[src/rtl/led_s2p_rx.sv]
// Serial-to-parallel receiver for the 4-wire LED shift-register link, with a valid/ready output.
// Define LED_RX_SYNC_EN to put a 2-flop synchronizer ahead of the input register (async sources).
module led_s2p_rx #(
  parameter int WIDTH = 16
) (
  input  logic             clk,
  input  logic             rst,
  input  logic             led_clk,
  input  logic             led_clr,
  input  logic             led_do,
  input  logic             led_en,
  output logic [WIDTH-1:0] data,
  output logic             valid,
  input  logic             ready,
  output logic             frame_err,
  output logic             overrun
);

  // Pin vector order is {clr, en, clk, do}; clr resets high so reset never looks like a clear edge.
  localparam logic [3:0] PIN_RST = 4'b1000;
  localparam int CW = $clog2(WIDTH + 2);

  typedef enum logic {IDLE, SHIFT} state_t;

  logic [3:0] pin_raw;
  logic [3:0] in_d, in_q;
  logic [3:0] prev_d, prev_q;

  assign pin_raw = {led_clr, led_en, led_clk, led_do};

`ifdef LED_RX_SYNC_EN
  logic [3:0] meta_d, meta_q;
  logic [3:0] sync_d, sync_q;

  always_comb begin
    meta_d = pin_raw;
    sync_d = meta_q;
    in_d   = sync_q;
    prev_d = in_q;
  end

  always_ff @(posedge clk) begin
    if (rst) begin
      meta_q <= PIN_RST;
      sync_q <= PIN_RST;
    end else begin
      meta_q <= meta_d;
      sync_q <= sync_d;
    end
  end
`else
  always_comb begin
    in_d   = pin_raw;
    prev_d = in_q;
  end
`endif

  logic clr_n, clk_rise, en_rise, en_fall;

  assign clr_n    = in_q[3];
  assign en_rise  =  in_q[2] & ~prev_q[2];
  assign en_fall  = ~in_q[2] &  prev_q[2];
  assign clk_rise =  in_q[1] & ~prev_q[1];

  state_t           state_d, state_q;
  logic [WIDTH-1:0] shreg_d, shreg_q, shreg_v;
  logic [CW-1:0]    cnt_d, cnt_q, cnt_v;
  logic [WIDTH-1:0] data_d, data_q;
  logic             valid_d, valid_q;
  logic             frame_err_d, frame_err_q;
  logic             overrun_d, overrun_q;

  always_comb begin
    state_d     = state_q;
    shreg_d     = shreg_q;
    cnt_d       = cnt_q;
    data_d      = data_q;
    valid_d     = valid_q;
    frame_err_d = 1'b0;
    overrun_d   = 1'b0;
    shreg_v     = shreg_q;
    cnt_v       = cnt_q;

    if (valid_q && ready) valid_d = 1'b0;

    if (!clr_n) begin
      state_d = IDLE;
      shreg_d = '0;
      cnt_d   = '0;
      data_d  = '0;
      valid_d = 1'b0;
    end else begin
      case (state_q)
        IDLE: begin
          if (en_rise) begin
            state_d = SHIFT;
            shreg_d = '0;
            cnt_d   = '0;
          end
        end
        SHIFT: begin
          // A bit arriving with the frame end is shifted before the length check.
          if (clk_rise) begin
            shreg_v = {shreg_q[WIDTH-2:0], in_q[0]};
            if (cnt_q < CW'(WIDTH + 1)) cnt_v = cnt_q + CW'(1);
          end
          shreg_d = shreg_v;
          cnt_d   = cnt_v;
          if (en_fall) begin
            state_d = IDLE;
            if (cnt_v == CW'(WIDTH)) begin
              data_d    = shreg_v;
              valid_d   = 1'b1;
              overrun_d = valid_q && !ready;
            end else begin
              frame_err_d = 1'b1;
            end
          end
        end
        default: state_d = IDLE;
      endcase
    end
  end

  always_ff @(posedge clk) begin
    if (rst) begin
      in_q        <= PIN_RST;
      prev_q      <= PIN_RST;
      state_q     <= IDLE;
      shreg_q     <= '0;
      cnt_q       <= '0;
      data_q      <= '0;
      valid_q     <= 1'b0;
      frame_err_q <= 1'b0;
      overrun_q   <= 1'b0;
    end else begin
      in_q        <= in_d;
      prev_q      <= prev_d;
      state_q     <= state_d;
      shreg_q     <= shreg_d;
      cnt_q       <= cnt_d;
      data_q      <= data_d;
      valid_q     <= valid_d;
      frame_err_q <= frame_err_d;
      overrun_q   <= overrun_d;
    end
  end

  assign data      = data_q;
  assign valid     = valid_q;
  assign frame_err = frame_err_q;
  assign overrun   = overrun_q;

endmodule

[config.mk]
export PLATFORM = sky130hd
export DESIGN_NAME = led_s2p_rx
export DESIGN_NICKNAME = d
export VERILOG_FILES = /design/src/rtl/led_s2p_rx.sv
export SDC_FILE = /design/constraint.sdc
export NUM_CORES = 1
export LEC_CHECK = 0
export ABC_AREA = 1
export ABC_CLOCK_PERIOD_IN_PS = 1800
export CAP_MARGIN = 20
export CELL_PAD_IN_SITES_DETAIL_PLACEMENT = 1
export CELL_PAD_IN_SITES_GLOBAL_PLACEMENT = 2
export CORE_UTILIZATION = 30
export CTS_CLUSTER_DIAMETER = 50
export DETAILED_ROUTE_END_ITERATION = 8
export PLACE_DENSITY = 0.78
export SETUP_SLACK_MARGIN = 0.4
export SLEW_MARGIN = 30
export SYNTH_ARGS = -nofsm -noshare
export SYNTH_HDL_FRONTEND = slang
export SYNTH_SLANG_ARGS = --single-unit
export TNS_END_PERCENT = 10
[constraint.sdc]
create_clock -name clk -period 1.8 [get_ports clk]
set_clock_uncertainty 0.05 [all_clocks]
set_input_delay 0.18 -clock clk [delete_from_list [all_inputs] [get_ports clk]]
set_output_delay 0.18 -clock clk [all_outputs]
set_load 0.1 [all_outputs]
==> impl_summary.md, run 1 <==
Flow run
The max-cap check violation count is 0.

STA
The minimum hold slack is about 0.34 ns. The slew at the pin closest to its max-slew limit is about 0.41 ns. The portion of the clock cycle consumed by the worst path in the final layout is between 90 and 100%. The number of endpoints with negative hold slack in the final report is 0.

The worst max-slew margin expressed relative to the limit is 72.8%. Setup violations remaining at the end of the flow were counted as 0. The setup total negative slack is 0 ns. Timing would allow up to 603 MHz. The shortest clock period the worst path allows after layout is 1.66 ns. Setup repair after global routing could not meet its margin everywhere.

The max-slew violation total from the final report is 0.

Logic synthesis
Counting every net in the synthesized netlist gives around 330. Synthesis produced 317 cells. The fraction of synthesized cell area taken by the top area cell type is about 44%.

The synthesized area is between 0.002 and 0.0025 mm². Dividing the synthesized area by the synthesized cell count gives 6.70 µm². Yosys attributes the largest share of cell area to sky130_fd_sc_hd__dfxtp_1 (44%), sky130_fd_sc_hd__nand2_1 (23%), sky130_fd_sc_hd__nor2_1 (7.8%), sky130_fd_sc_hd__inv_1 (5.8%), sky130_fd_sc_hd__a21oi_1 (4.9%). The share of synthesized registers carrying an async set or reset is 0%. After synthesis, the largest family of logic cells by area is simple AND/OR/NAND/NOR gates. The number of synthesized register bits is 47.

The cell with the most instances after synthesis is sky130_fd_sc_hd__nand2_1. The share of the Yosys chip area taken by registers is roughly 44%. The xor/xnor share of the synthesized area is 0%. The simple-gate portion of the synthesized area is 37.8%. In the synthesized netlist the dominant register cell turns out to be sky130_fd_sc_hd__dfxtp_1. Counting flops with a built-in enable in the synthesized netlist gives 0. Summing the areas of all compound-gate instances in the mapped netlist gives slightly below 7% of the synthesized area. The adder-cell area share of the yosys netlist is less than 1%. The number of warnings printed during yosys synthesis is 0. The synthesized design spends more area on one cell type than any other, namely sky130_fd_sc_hd__dfxtp_1. In this run, distinct cell masters in the synthesized netlist total 28. After synthesis, the most frequently instantiated cells are sky130_fd_sc_hd__nand2_1 (128), sky130_fd_sc_hd__dfxtp_1 (47), sky130_fd_sc_hd__nor2_1 (44), sky130_fd_sc_hd__inv_1 (33), sky130_fd_sc_hd__a21oi_1 (21). Measured against the total synthesized area, the mux share comes to less than 1%.

Pwr
The power density relative to cell area is roughly 700 mW/mm². The leakage power summed over all cells is ~1.2 nW. The maximum VDD drop is 0.258 mV. The final total power is approximately 0.0018 W.

Die
26 I/O pins were placed. The effective utilization at floorplan is a little under a third. The width of the die is ~86 µm.

The floorplan step set the die height to approximately 86 µm. The initialized floorplan defines 30 standard-cell rows. The total core area is 0.00683 mm². The full die area is 0.00742 mm².

Finish
In the final layout, the share of cells above drive strength 1 is 15.8%. For this run, the post-layout net count is ~360. The repair_antennas step left the layout with diodes totalling 0. Relative to the synthesized area, the layout overhead comes to 21.9%. Registers take ~950 µm².

The filler cells instantiated in the layout total between 900 and 1,000. Summing all multi-input logic gate instances after layout gives 1000 µm². The finished cells cover between 0.002 and 0.003 mm².

Route
Across all layers, the routed design uses about 2,000 vias. The detailed-router iteration count before antenna repair is 4. The routed length per placed instance is between 10 and 15 µm.

After detailed routing, the number of remaining DRC violations is 0. The count of nets left with antenna violations after detail routing is 0. The violation count after the first detailed-route iteration is 61.

The final wirelength is just over 5 mm. The average vias per placed instance is about 4.4.

GRT
The number of global-route vias before repair is between 1,500 and 2,000. The total global routing overflow is 0. Global routing consumed, over all layers together, between 10% and 20% of the routing resources. Entering global routing, the biggest net connects 34 pins. The number of antenna violations at the first check in global routing is 0. The first global-routing pass estimated a little over 9 mm of wire.

Clocking
The clock root buffer is sky130_fd_sc_hd__clkbuf_8. The clock drives 47 sinks. The H-tree was split into 2 levels.

The number of buffers created by CTS is 5. The maximum count of clock buffers along a single path is 2. The insertion delay of the later-clocked pin in the worst-skew pair is around 0.3 ns. The clock edge transition at the registers on the reported setup and hold paths is 0.09 ns. The TritonCTS clock tree is done.

Place
The instance area at placement is roughly 0.0025 mm². The wire-length estimate of the detail-placed layout is 3.65 mm. Input and output buffers added on the ports amount to 25. At the end of routability-driven placement, the weighted congestion stood at just under 0.8.

Run status
The flow ran to the end, and the final reports show no timing, DRC or antenna violations.

Min path
The worst hold path was traced through 3 stages. The worst-case hold path end point is in_q[2]. In this run the most critical hold path is launched from led_en. The path class of the tightest hold or removal check is input pin to flop.

Worst setup path
The critical path is of the flop to flop type. The capture point of the worst reg-to-reg path is data[10]. The register-to-register setup slack is approximately 0.14 ns. Along the worst path, the maximum fanout reaches 33. The length in cells of the worst reg-to-reg path is 9. The reg-to-reg startpoint is cnt_q[1]. STA classifies the critical path endpoint as a flop. STA classifies the critical path startpoint as a flop. Data on the critical path arrives at its endpoint at 1.81 ns.

The required time at the endpoint of the critical path is around 2 ns.
## worst max-delay path by stage
stage / startpoint / to / slack [ns] / cells after the start
after floorplan: cnt_q[1] / data[10] / 0.26 / 9
after global placement: cnt_q[1] / data[7] / 0.15 / 9
after detailed placement: cnt_q[1] / data[10] / 0.12 / 9
after CTS: cnt_q[1] / data[10] / 0.11 / 9
after global routing: in_q[1] / data[3] / 0.02 / 11
final: cnt_q[1] / data[10] / 0.14 / 9
## layout by cell type, fill, tap and decap left out, types with 2 or more instances in the layout
cell	synthesis	layout
sky130_fd_sc_hd__nand2_1	128	128
sky130_fd_sc_hd__nor3_2	2	2
sky130_fd_sc_hd__nand3_1	8	7
sky130_fd_sc_hd__dfxtp_4	0	2
sky130_fd_sc_hd__o21ai_0	2	2
sky130_fd_sc_hd__a21oi_1	21	21
sky130_fd_sc_hd__inv_2	2	2
sky130_fd_sc_hd__nand3_2	1	2
sky130_fd_sc_hd__buf_4	0	28
sky130_fd_sc_hd__dfxtp_1	47	45
sky130_fd_sc_hd__clkbuf_8	0	5
sky130_fd_sc_hd__nor2_1	44	44
sky130_fd_sc_hd__nand2_2	2	2
sky130_fd_sc_hd__clkdlybuf4s50_1	0	6
sky130_fd_sc_hd__inv_1	33	33
sky130_fd_sc_hd__nor2_4	2	2
## state kept, by name (all words and copies together), names as in the netlist
| name | flops |
|---|---|
| shreg_q | 16 |
| cnt_q | 5 |
| frame_err | 1 |
| overrun | 1 |
| in_q | 4 |
| state_q | 1 |
| valid | 1 |
| data | 16 |
| prev_q | 2 |
## routing by layer
| metal | global-route usage, % | share of wire, % | vias up |
|---|---|---|---|
| li1 | - | - | 1014 |
| met5 | 0 | 0 | - |
| met2 | 27.0 | 47 | 18 |
| met4 | 5.00 | 1.1 | 0 |
| met1 | 20.0 | 50 | 933 |
| met3 | 2.31 | 1.9 | 5 |
## through the flow
stage | worst slack [ns] | std cells | utilization [%]
after floorplan | 0.262 | 317 | -
after global placement | 0.146 | 436 | 36.5
after detailed placement | 0.115 | 436 | 36.5
after CTS | 0.110 | 444 | 37.8
after global routing | 0.0242 | 444 | 37.9
final | 0.141 | 444 | 37.9
## layout make-up
cell class                      count  share of cell area (%)
Multi-Input combinational cell    221                    38.6
Sequential cell                    47                    36.6
Timing Repair Buffer               36                    11.6
Inverter                           36                    5.22
Tap cell                           96                    4.64
Clock buffer                        6                    2.80
Clock inverter                      2                   0.435
## logic make-up (layout without fill, tap and decap cells)
| family | count (synthesis) | after routing |
|---|---|---|
| fa+ha+maj | 1 | 1 |
| mux | 1 | 1 |
| flops | 47 | 47 |
| buf+inv | 49 | 80 |
| compound gates | 27 | 27 |
| simple gates | 192 | 192 |
## critical path: stages (launching register included)
cell and delay, ns:
sky130_fd_sc_hd__dfxtp_4 0.39, sky130_fd_sc_hd__ha_4 0.14, sky130_fd_sc_hd__nand3_2 0.09, sky130_fd_sc_hd__o21ai_4 0.19, sky130_fd_sc_hd__nand3_2 0.11, sky130_fd_sc_hd__nor2_4 0.13, sky130_fd_sc_hd__nand4_4 0.09, sky130_fd_sc_hd__buf_12 0.19
sky130_fd_sc_hd__nor2_1 0.12, sky130_fd_sc_hd__nor2_1 0.04
## report_power, final
group | internal, W | leakage (nW) | switching, W
sequential | 0.00104 | 0.382 | 0.00000526
combinational | 0.0000423 | 0.775 | 0.0000811
clock | 0.000274 | 0.0455 | 0.000376
total | 0.00136 | 1.20 | 0.000462
## timing repair
item                       in CTS  in global routing
hold buffers                    0                  0
buffers inserted                0                  0
gates resized for setup         1                  1
setup endpoints to repair      27                 37
Note: power is estimated with default switching activity, not from simulation.
==> run 2, diff against run 1 <==
Settings changed: PLACE_DENSITY 0.78 to 0.84.
==> impl_summary.md, run 2 (synthesized netlist as in run 1, its figures left out) <==
Place
The number of buffers inserted by port buffering came to 25 (unchanged). The placed wire-length estimate was 3.59 mm (-1.6%). The final weighted congestion in routability-driven placement came to 0.820 (+5.0%). The placed instance count is 436 (unchanged).

Finish
The leading cell type in the layout, fill and taps excluded is sky130_fd_sc_hd__nand2_1. The number of nets at the end of the flow is 362 (+2.0%). The area growth from synthesis to layout is 31.6%. The area of all sequential standard cells is 955 µm² (+0.66%). The ratio of cells with drive above 1 in the final layout is 23.1% (+7.3 points). The layout filler cell count is 908 (-0.98%). The diode insertion count for antenna repair came to 0 (unchanged).

The final instance count without filler cells came to 451 (+1.6%). Leaving out fill and tap cells, the most frequent cells in the layout are sky130_fd_sc_hd__nand2_1 (124), sky130_fd_sc_hd__dfxtp_1 (42), sky130_fd_sc_hd__nor2_1 (35). The total area of multi-input combinational cells is 0.00107 mm² (+7.5%). The post-layout utilization of the core came to 40.9% (+3.0 points).

Clocking
The number of H-tree levels came to 2 (unchanged). The number of buffers created by CTS is 5 (unchanged). The clock root buffer is sky130_fd_sc_hd__clkbuf_8.

The clock edge transition at the registers on the reported setup and hold paths is 0.09 ns (about the same). The number of clock sinks came to 47 (unchanged). The maximum count of clock buffers along a single path came to 2 (unchanged). The insertion delay of the later-clocked pin in the worst-skew pair is 0.31 ns (about the same). TritonCTS built the clock tree.

Pwr
The leakage power summed over all cells was 1.27 nW (+6.0%). The maximum VDD drop is 0.238 mV (-8.1%). The power density relative to cell area came to 662 mW/mm² (-6.0%).

Worst setup path
The register-to-register setup slack came to 0.04 ns (-0.10 ns). Walking the worst path, the cells encountered are inv_2 -> nor2_4 -> buf_12 -> buf_6 -> nand3_2 -> nand2_2 -> nor2_4 -> nand4_4 -> buf_12 -> buf_6 -> nor3_2. The capture point of the worst reg-to-reg path is overrun. The required time at the endpoint of the critical path is 1.99 ns (+0.04 ns). The length in cells of the worst reg-to-reg path is 11 (+2). The buffer and inverter count on the worst path is 5 (+4). The launching element type of the critical path is a flop. In this run the critical register-to-register path is launched from in_q[1].

The highest net fanout along the worst path was 14 (-58%). The kind of cell with the highest combined delay along the critical path is buffers and inverters. The largest stage delay on the critical path is 0.34 ns (-0.05 ns). The setup path with the least slack is of type flop to flop. The cell at the slowest stage of the critical path is sky130_fd_sc_hd__dfxtp_2. STA classifies the critical path endpoint as a flop. The critical path arrival is 1.95 ns (+0.14 ns).

Route
The total via count in the routed design is 1,993 (+1.2%). The violation count after the first detailed-route iteration is 48 (-21%). The remaining design rule violation count is 0 (unchanged). The final wirelength is 5.55 mm (+6.9%). The count of nets left with antenna violations after detail routing is 0 (unchanged). The detailed-router iteration count before antenna repair came to 4 (unchanged).

The routed length per placed instance was 12.3 µm (+5.3%). The average vias per placed instance is 4.42 (-0.40%).

STA
The minimum hold slack is 0.332 ns (-0.00659 ns). The portion of the clock cycle consumed by the worst path in the final layout is 97.7% (+5.5 points). The number of setup violations in the final report is 0 (unchanged). The maximum clock frequency is 568 MHz (-5.7%). Setup repair after global routing could not meet its margin everywhere.

The shortest clock period the worst path allows after layout is 1.76 ns (+0.0997 ns). The max-slew violation total from the final report is 0 (unchanged). The slew at the pin closest to its max-slew limit is 0.408 ns (+0.00244 ns). The worst max-slew margin expressed relative to the limit came to 72.7% (-0.16 points). The number of endpoints with negative hold slack in the final report was 0 (unchanged).

Min path
The classification of the worst-slack hold path is input pin to flop. The cell depth of the worst hold path came to 3 (unchanged). In this run the most critical hold path is launched from led_clk.

The worst-case hold path end point is in_q[1].

GRT
The first-pass GRT wire length is 8.88 mm (-2.4%). The total global routing overflow is 0 (unchanged). The pin count of the biggest net entering global routing is 25 (-26%). The number of antenna violations at the first check in global routing is 0 (unchanged).

The number of global-route vias before repair is 1,827 (-5.4%). The combined global-route utilization of all metal layers is 15.4% (-0.28 points).

Die
The full die area is 0.00742 mm² (unchanged). The standard-cell row count came to 30 (unchanged). The width of the die came to 86.1 µm (unchanged). The number of top-level pins is 26 (unchanged). The height of the chip is 86.1 µm (unchanged).

The total core area is 0.00683 mm² (unchanged). The effective utilization at floorplan is 31.1% (unchanged).

Flow run
The max-cap check violation count was 0 (unchanged).

Run status
The flow ran to the end, and the final reports show no timing, DRC or antenna violations.
## run 2: worst max path at each step
stage	start	to	slack, ns	cells after the start
CTS	cnt_q[1]	data[14]	0.05	11
global route	cnt_q[0]	data[15]	-0.07	12
finish	in_q[1]	overrun	0.04	11
global placement	cnt_q[1]	data[14]	0.06	11
detailed placement	cnt_q[1]	data[14]	0.02	9
floorplan	cnt_q[1]	data[10]	0.26	9
## run 2: what timing repair did
item,in CTS,in global routing
cloned,0,1
gates resized for setup,1,31
hold endpoints to repair,0,0
endpoints found under the setup margin,27,40
setup buffers,1,5
pin swaps,1,14
hold buffers,0,0
## run 2: final cells by class
cell class                 count  area share [%]
inverter                      36            5.02
clock inverter                 3           0.672
sequential                    47            34.2
tap                           96            4.30
clock buffer                   5            2.46
multi-input combinational    221            38.5
timing repair buffer          43            14.9
## run 2: per-stage QoR
stage | power [W] | setup TNS, ns | setup slack [ns] | instance area [µm²]
finish | 0.00185 | 0 | 0.0408 | 2790
global route | 0.00195 | -0.647 | -0.0717 | 2790
CTS | 0.00187 | 0 | 0.0490 | 2620
detailed placement | 0.00119 | 0 | 0.0239 | 2520
global placement | 0.00119 | 0 | 0.0569 | 2520
floorplan | 0.00114 | 0 | 0.262 | 2160
## run 2: report_power, final
group | internal, W | switching, W
logic | 0.0000471 | 0.0000870
registers | 0.00104 | 0.00000528
clock network | 0.000274 | 0.000392
## run 2: layer usage
layer / share of wire, % / up-vias / GRT usage [%]
met5: 0 / - / 0
met4: 1.1 / 0 / 5.00
met3: 2.5 / 6 / 3.46
met2: 47 / 22 / 24.3
met1: 50 / 934 / 20.7
li1: - / 1031 / -
## run 2: worst min-delay path: stages
cell                              delay, ns
sky130_fd_sc_hd__clkdlybuf4s50_1       0.40
sky130_fd_sc_hd__inv_1                 0.05
sky130_fd_sc_hd__nor2_1                0.03
==> run 3, diff against run 2 <==
Settings changed: REMOVE_ABC_BUFFERS set to 1, TNS_END_PERCENT 10 to unset.
==> impl_summary.md, run 3 (synthesized netlist as in run 1, its figures left out) <==
Run status
The flow ran to the end, and the final reports show no timing, DRC or antenna violations.

Worst setup path
The most critical setup path has its startpoint at cnt_q[1]. The length in cells of the worst reg-to-reg path is 10 (-1). The endpoint identified for the worst register-to-register timing path is data[4]. The launching element type of the critical path is a flop.

The required time at the endpoint of the critical path is 1.95 ns (-0.04 ns). The register-to-register setup slack came to 0.15 ns (+0.11 ns). The worst setup path is of the flop to flop kind.

The buffer and inverter count on the worst path is 1 (-4). The most used cell along the critical path is sky130_fd_sc_hd__nor2_1. The highest net fanout along the worst path was 23 (+9). In this design, the largest share of critical-path delay is due to simple AND/OR/NAND/NOR gates.

The signal on the critical path passes through ha_4 -> nand3_4 -> nor2_1 -> nand2_1 -> nand3_2 -> nor2_4 -> nand4_4 -> buf_12 -> nor2_1 -> nor2_1. The critical path arrival came to 1.80 ns (-0.15 ns). The largest stage delay on the critical path was 0.37 ns (+0.03 ns).

In this run the critical register-to-register path is launched from cnt_q[1]. The cell at the slowest stage of the critical path is sky130_fd_sc_hd__dfxtp_4. The kind of end point of the critical path is a flop.

Die
The number of top-level pins is 26 (unchanged). The width of the die is 86.1 µm (unchanged). The standard-cell row count was 30 (unchanged). The effective utilization at floorplan was 31.1% (unchanged). The total core area was 0.00683 mm² (unchanged). The height of the chip is 86.1 µm (unchanged). The full die area is 0.00742 mm² (unchanged).

Clocking
The total of hold buffers inserted after clock tree synthesis is 0 (unchanged). The number of H-tree levels is 2 (unchanged). The maximum count of clock buffers along a single path is 2 (unchanged).

The clock edge transition at the registers on the reported setup and hold paths was 0.08 ns (about the same). The clock root buffer is sky130_fd_sc_hd__clkbuf_8. The insertion delay of the later-clocked pin in the worst-skew pair is 0.31 ns (about the same). The number of clock sinks was 47 (unchanged). The number of buffers created by CTS is 5 (unchanged).

TritonCTS built the clock tree.

STA
The shortest clock period the worst path allows after layout came to 1.65 ns (-0.106 ns). The worst max-slew margin expressed relative to the limit is 77.8% (+5.1 points). The portion of the clock cycle consumed by the worst path in the final layout came to 91.9% (-5.9 points).

Setup repair after global routing could not meet its margin everywhere. The maximum clock frequency was 605 MHz (+6.4%). The minimum setup slack in the final design is 0.147 ns (+0.106 ns).

The max-slew violation total from the final report was 0 (unchanged). The slew at the pin closest to its max-slew limit is 0.332 ns (-0.0758 ns). The setup total negative slack is 0 ns (unchanged). The number of setup violations in the final report is 0 (unchanged). The number of endpoints with negative hold slack in the final report is 0 (unchanged).

Route
The routed length per placed instance is 13.0 µm (+5.6%). The detailed-router iteration count before antenna repair is 4 (unchanged). The average vias per placed instance came to 4.55 (+2.9%). The remaining design rule violation count came to 0 (unchanged). The final wirelength is 6.02 mm (+8.4%). The count of nets left with antenna violations after detail routing is 0 (unchanged). The total via count in the routed design is 2,106 (+5.7%). The violation count after the first detailed-route iteration came to 79 (+65%).

Pwr
The final total power was 0.00189 W (+2.1%). The combinational share of power is 10.7% (+3.4 points). The clock share of power is 33.7% (-2.3 points). The power density relative to cell area is 596 mW/mm² (-10%). The switching power total is 0.000488 W (+0.76%).

The internal power contribution came to 0.00140 W (+2.6%). The maximum VDD drop came to 0.321 mV (+35%). The register share of total power is 55.6% (-1.1 points).

The switching share of power came to 25.8% (-0.35 points). The leakage power summed over all cells is 1.45 nW (+14%).

Min path
The cell depth of the worst hold path is 3 (unchanged). The startpoint identified for the worst hold timing path is led_clk. The worst-case hold path end point is in_q[1]. The path class of the tightest hold or removal check is input pin to flop.

Place
The placed wire-length estimate is 3.36 mm (-6.5%). The post-place setup slack is -0.00419 ns (-0.0281 ns). The number of buffers inserted by port buffering is 25 (unchanged). The final weighted congestion in routability-driven placement is 0.790 (-3.7%). The instance area at placement is 0.00248 mm² (-1.6%).

Finish
The area of all sequential standard cells is 953 µm² (-0.13%). The ratio of cells with drive above 1 in the final layout came to 39.2% (+16 points). The area growth from synthesis to layout is 49.3%. The leading cell type in the layout, fill and taps excluded is sky130_fd_sc_hd__nand2_1. The design area is 0.00317 mm² (+13%). The top cell types in the final layout, fill and taps aside, are sky130_fd_sc_hd__nand2_1 (82), sky130_fd_sc_hd__nor2_1 (42), sky130_fd_sc_hd__dfxtp_1 (41). The layout filler cell count is 862 (-5.1%). The total area of multi-input combinational cells is 0.00131 mm² (+22%). The diode insertion count for antenna repair is 0 (unchanged).

The number of nets at the end of the flow is 375 (+3.6%).

GRT
The number of global-route vias before repair is 2,053 (+12%). The combined global-route utilization of all metal layers is 16.2% (+0.85 points). The first-pass GRT wire length was 9.32 mm (+5.0%). The number of antenna violations at the first check in global routing is 0 (unchanged). The pin count of the biggest net entering global routing is 24 (-4.0%). The total global routing overflow was 0 (unchanged).

Flow run
The max-cap check violation count is 0 (unchanged).
run 3: changes by cell type in the layout (fill, tap and decap cells not counted), sizes merged:
cell,change
buf,+12
bufbuf,+1
clkbuf,-1
run 3: worst max path at each step:
stage,end,cells after the start
6_report,data[4],10
5_1_grt,data[4],10
4_1_cts,data[4],11
2_1_floorplan,data[0],5
3_3_place_gp,data[12],9
3_5_place_dp,data[11],9
run 3: tightest hold or removal path, stage by stage:
cell and delay (ns):
sky130_fd_sc_hd__clkdlybuf4s50_1 0.40, sky130_fd_sc_hd__inv_1 0.05, sky130_fd_sc_hd__nor2_1 0.03
run 3: metrics by stage:
stage          util [%]  std cells  hold slack, ns
2_1_floorplan         -        304           0.201
5_1_grt            46.4        463           0.350
3_5_place_dp       36.3        436           0.395
6_report           46.4        463           0.334
3_3_place_gp       36.3        436           0.388
4_1_cts            40.9        458           0.324
run 3: area by class of cell:
type                            instances  share of cell area [%]
Inverter                               36                    4.66
Clock inverter                          2                   0.434
Multi-Input combinational cell        221                    41.4
Clock buffer                            5                    2.17
Timing Repair inverter                  1                   0.355
Timing Repair Buffer                   55                    17.1
Sequential cell                        47                    30.1
Tap cell                               96                    3.79
run 3: repair_timing:
action / in CTS / in global routing
endpoints found under the hold margin: 0 / 0
buffers inserted: 13 / 4
gates resized for setup: 27 / 96
pin swaps: 2 / 29
setup endpoints to repair: 22 / 37
cloned: 2 / 1
run 3: power by group through the flow:
stage               Clock (W)  Combinational [W]  Sequential, W
floorplan                   0          0.0000523        0.00108
global placement            0           0.000122        0.00108
detailed placement          0           0.000123        0.00108
CTS                  0.000669           0.000161        0.00105
global route         0.000705           0.000218        0.00105
finish               0.000636           0.000203        0.00105
run 3: metal layers:
metal	vias up	wire (µm)	GRT usage, %
met5	-	0	0
met4	0	130	6.52
met3	11	111	3.27
met2	30	3160	29.7
met1	1003	2620	18.3
li1	1062	-	-
==> RTL edit 1: new RTL, config.mk and constraints of run 3 <==
`shreg_q` and `data_q` no longer have a reset.
--- a/src/rtl/led_s2p_rx.sv
+++ b/src/rtl/led_s2p_rx.sv
@@ -127,9 +127,7 @@
       in_q        <= PIN_RST;
       prev_q      <= PIN_RST;
       state_q     <= IDLE;
-      shreg_q     <= '0;
       cnt_q       <= '0;
-      data_q      <= '0;
       valid_q     <= 1'b0;
       frame_err_q <= 1'b0;
       overrun_q   <= 1'b0;
@@ -137,13 +135,16 @@
       in_q        <= in_d;
       prev_q      <= prev_d;
       state_q     <= state_d;
-      shreg_q     <= shreg_d;
       cnt_q       <= cnt_d;
-      data_q      <= data_d;
       valid_q     <= valid_d;
       frame_err_q <= frame_err_d;
       overrun_q   <= overrun_d;
     end
+  end
+
+  always_ff @(posedge clk) begin
+    shreg_q <= shreg_d;
+    data_q  <= data_d;
   end
 
   assign data      = data_q;
Formal check against the unedited RTL: no difference found for any inputs over 10 cycles, from zero or initial values and one cycle with rst high; that may be too few to reach the edited logic, so the function may still have changed.
==> RTL edit 1 against run 3 <==
Die area shrank 0.87%. Maximum frequency is 0.12% lower. Setup slack worse by 2.0 ps. Largest power group unchanged. Global-route usage fell by 0.44 points. Sequential cell count stayed put. Routed wire length fell by 6.7%. Power is 4.8% higher. Synthesized area shrank 0.88%. Sequential share of layout area rose by 2.7 points. Final area down 7.7%. Combinational power decreased by 15%. Worst hold slack better by 6.0 ps. First-iteration DRC count down 33%. Largest cell class unchanged.
==> RTL edit 1: results (changes against run 3) <==
metric	value	unit	change
yosysSeqAreaShare	44.71	%	+0.40 points
grtUsageTotal	15.78	%	-0.44 points
synth_common_cells	nand2_1, dfxtp_1, nor2_1, inv_1, a21oi_1		
grt_pass1_wl	9197	um	-1.3%
drt_wl_total	5617	um	-6.7%
final_cells	464		+0.22%
worstPathMaxFanout	24		+4.3%
critPathLaunch	cnt_q[0]$_SDFFE_PP0P_		
swShare	23.15	%	-2.7 points
avgSynthCellArea	6.618	um^2	-1.2%
synth_compound_area_share	7.432	%	+0.60 points
relSlewSlack	79.42	%	+1.7 points
seq_power_share	53.3	%	-2.3 points
place_ws	17.82	ps	+22.01 ps
finalCritPeriodShare	91.96	%	+0.11 points
cp-endpoint	data[12]$_SDFFE_PN0P_		
vias	2059		-2.2%
ir_drop	0.3028	mV	-5.5%
regArea	958.4	um^2	+0.52%
synth_cell_types	26		-7.1%
place_inst	438		+0.46%
fin_hold_ws	340.4	ps	+6.049 ps
outcome	finished, final reports clean		
cts_resized	44		+63%
gp_congestion	0.8126		+2.9%
cts_setup_buffers	12		-1
synth.area.mux_share	0	%	-0.47 points
==> RTL edit 1: cell count changes after synthesis, sizes merged, moves of 2 or more <==
cell,delta
a21oi,+2
nand2,-4
clkbuf,+2
nor2,-3
o21ai,+2
nand3,+4
==> RTL edit 1: final cells by class <==
type,count,share of cell area (%)
Clock buffer,6,2.482
Tap cell,96,4.108
Sequential cell,47,32.78
Multi-Input combinational cell,221,37.95
Timing Repair Buffer,57,17.03
Clock inverter,1,1.027
Inverter,36,4.621
==> RTL edit 1: cells by family (layout without fill, tap and decap cells) <==
| kind of cell | count (synthesis) | after routing |
|---|---|---|
| AO/OA/AOI/OAI | 30 | 30 |
| buffers and inverters | 50 | 100 |
| AND/OR/NAND/NOR | 190 | 190 |
| adder cells (fa/ha/maj) | 1 | 1 |
| flip-flops | 47 | 47 |
==> RTL edit 1: routing by layer <==
metal  track usage, %  part of all wire (%)  vias up
met3            3.272                   2.9       10
li1                 -                     -     1062
met1            19.81                    46      957
met4            4.394                   1.5        0
met5                0                     0        -
met2            27.42                    50       30
==> RTL edit 2: new RTL, config.mk and constraints of run 3 <==
Without the edit above. `WIDTH`: 16 -> 8.
--- a/src/rtl/led_s2p_rx.sv
+++ b/src/rtl/led_s2p_rx.sv
@@ -1,7 +1,7 @@
 // Serial-to-parallel receiver for the 4-wire LED shift-register link, with a valid/ready output.
 // Define LED_RX_SYNC_EN to put a 2-flop synchronizer ahead of the input register (async sources).
 module led_s2p_rx #(
-  parameter int WIDTH = 16
+  parameter int WIDTH = 8
 ) (
   input  logic             clk,
   input  logic             rst,
Interface: changed (resized data); port bits go from 26 to 18. The function was not compared with the original's and may differ.
==> RTL edit 2 against run 3 <==
Via count down 39%. Synthesized area is 37% lower. Power shrank 23%. Largest cell class unchanged. Routed wire length shrank 40%. Setup slack worse by 49 ps. Sequential power decreased by 36%. Final area fell by 41%. Combinational power shrank 50%. Synthesized cell count shrank 41%. Sequential cell count decreased by 17.
==> RTL edit 2: results (changes against run 3) <==
metric	value	unit	change
drtIter0Drc	65		-18%
gp_congestion	0.7748		-1.9%
whs_path_depth	3		unchanged
ir_drop	0.3972	mV	+24%
r2r_setup_slack	100	ps	-50 ps
worstPathMaxFanout	8		-65%
leakagePower	0.8229	nW	-43%
final_nets	232		-38%
crit_arrival	1880	ps	+80 ps
yosys-top-cells-area	dfxtp_1, nand2_1, inv_1		
layout-drive-gt1-share	32.59	%	-6.6 points
min_from	led_en		
place_ws	29.17	ps	+33.36 ps
rr_endpoint	data[5]$_SDFFE_PP0P_		
outcome	finished, final reports clean		
portBuffers	17		-32%
vias_per_cell	4.681		+2.9%
grt_max_degree	15		-38%
synth_ff_type	dfxtp_1		
reg2reg_depth	12		+2
root_buffer	clkbuf_8		
synth_common_cells	nand2_1, dfxtp_1, inv_1, nor2_1, a21oi_1		
setup_viol	0		unchanged
drt_wl_total	3633	um	-40%
num-fill-cells	543		-37%
min_to	in_q[2]$_SDFF_PP0_		
grt_pass1_wl	6258	um	-33%
grt_pass1_vias	1329		-35%
hpwl	2253	um	-33%
grtUsageTotal	16.81	%	+0.58 points
tightest_slew	724.8	ps	+392.9 ps
clock_latency	290	ps	-20 ps
fmax	587.3	MHz	-2.9%
synth_cell_types	29		+3.6%
[RTL edit 2: logic make-up (layout without fill, tap and decap cells)]
| family | Yosys count | count (layout) | share of synthesized area (%) |
|---|---|---|---|
| AOI/OAI and AO/OA | 20 | 20 | 7.986 |
| and+or+nand+nor | 102 | 104 | 35.19 |
| muxes | 1 | 1 | 0.7428 |
| buffers and inverters | 32 | 67 | 9.655 |
| adders and majority gates | 2 | 2 | 1.857 |
| DFF | 30 | 30 | 44.57 |
[RTL edit 2: worst max path at each step]
stage / to / start / depth (start not counted)
after floorplan: data[6]$_SDFFE_PP0P_ / cnt_q[0]$_SDFFE_PP0P_ / 10
after global placement: data[6]$_SDFFE_PP0P_ / cnt_q[0]$_SDFFE_PP0P_ / 10
after detailed placement: data[6]$_SDFFE_PP0P_ / cnt_q[0]$_SDFFE_PP0P_ / 10
after CTS: data[5]$_SDFFE_PP0P_ / cnt_q[1]$_SDFFE_PP0P_ / 9
after global routing: data[3]$_SDFFE_PP0P_ / cnt_q[1]$_SDFFE_PP0P_ / 12
final: data[5]$_SDFFE_PP0P_ / cnt_q[1]$_SDFFE_PP0P_ / 12
[RTL edit 2: critical path: cells and delay by family, from the launching register on]
family	cells	cell delay (ps)
AND/OR/NAND/NOR	10	1040
flip-flops	1	360
adder cells (fa/ha/maj)	1	130
buffers and inverters	1	60
[RTL edit 2: timing repair]
item | CTS | global route
setup endpoints to repair | 10 | 13
buffers inserted | 8 | 1
cloned | 2 | 0
pin swaps | 16 | 5
resized for setup | 17 | 11
[RTL edit 2: per-stage QoR]
| stage | utilization [%] | cells | hold WS [ps] | TNS [ps] | area (um^2) |
|---|---|---|---|---|---|
| 2_1_floorplan | - | 182 | 201.2 | 0 | 1320 |
| 3_3_place_gp | 36.37 | 257 | 377.9 | 0 | 1573 |
| 3_5_place_dp | 36.37 | 257 | 384.8 | 0 | 1573 |
| 4_1_cts | 42.25 | 275 | 347.9 | 0 | 1827 |
| 5_1_grt | 43.20 | 276 | 370.2 | -21.07 | 1868 |
| 6_report | 43.20 | 276 | 354.0 | 0 | 1868 |
[RTL edit 2: where the power goes]
part	total [mW]	leakage, nW	switching (mW)	internal (mW)
Clock	0.678	0.0579	0.271	0.407
Sequential	0.675	0.244	0.00393	0.671
Combinational	0.101	0.521	0.0617	0.0394
Total	1.45	0.823	0.337	1.12
[RTL edit 2: layout make-up]
class | instances | area share (%)
clock buffer | 5 | 3.684
multi-input combinational | 127 | 38.78
sequential | 30 | 32.42
clock inverter | 3 | 2.143
tap | 52 | 3.483
timing repair buffer | 32 | 13.86
inverter | 27 | 5.626
[RTL edit 2: routing by layer]
metal	share of wire [%]	vias up	track usage (%)
met5	0	-	0
met4	2.3	0	8.844
met3	2.1	7	2.632
met2	51	20	29.13
met1	45	624	19.84
li1	-	641	-
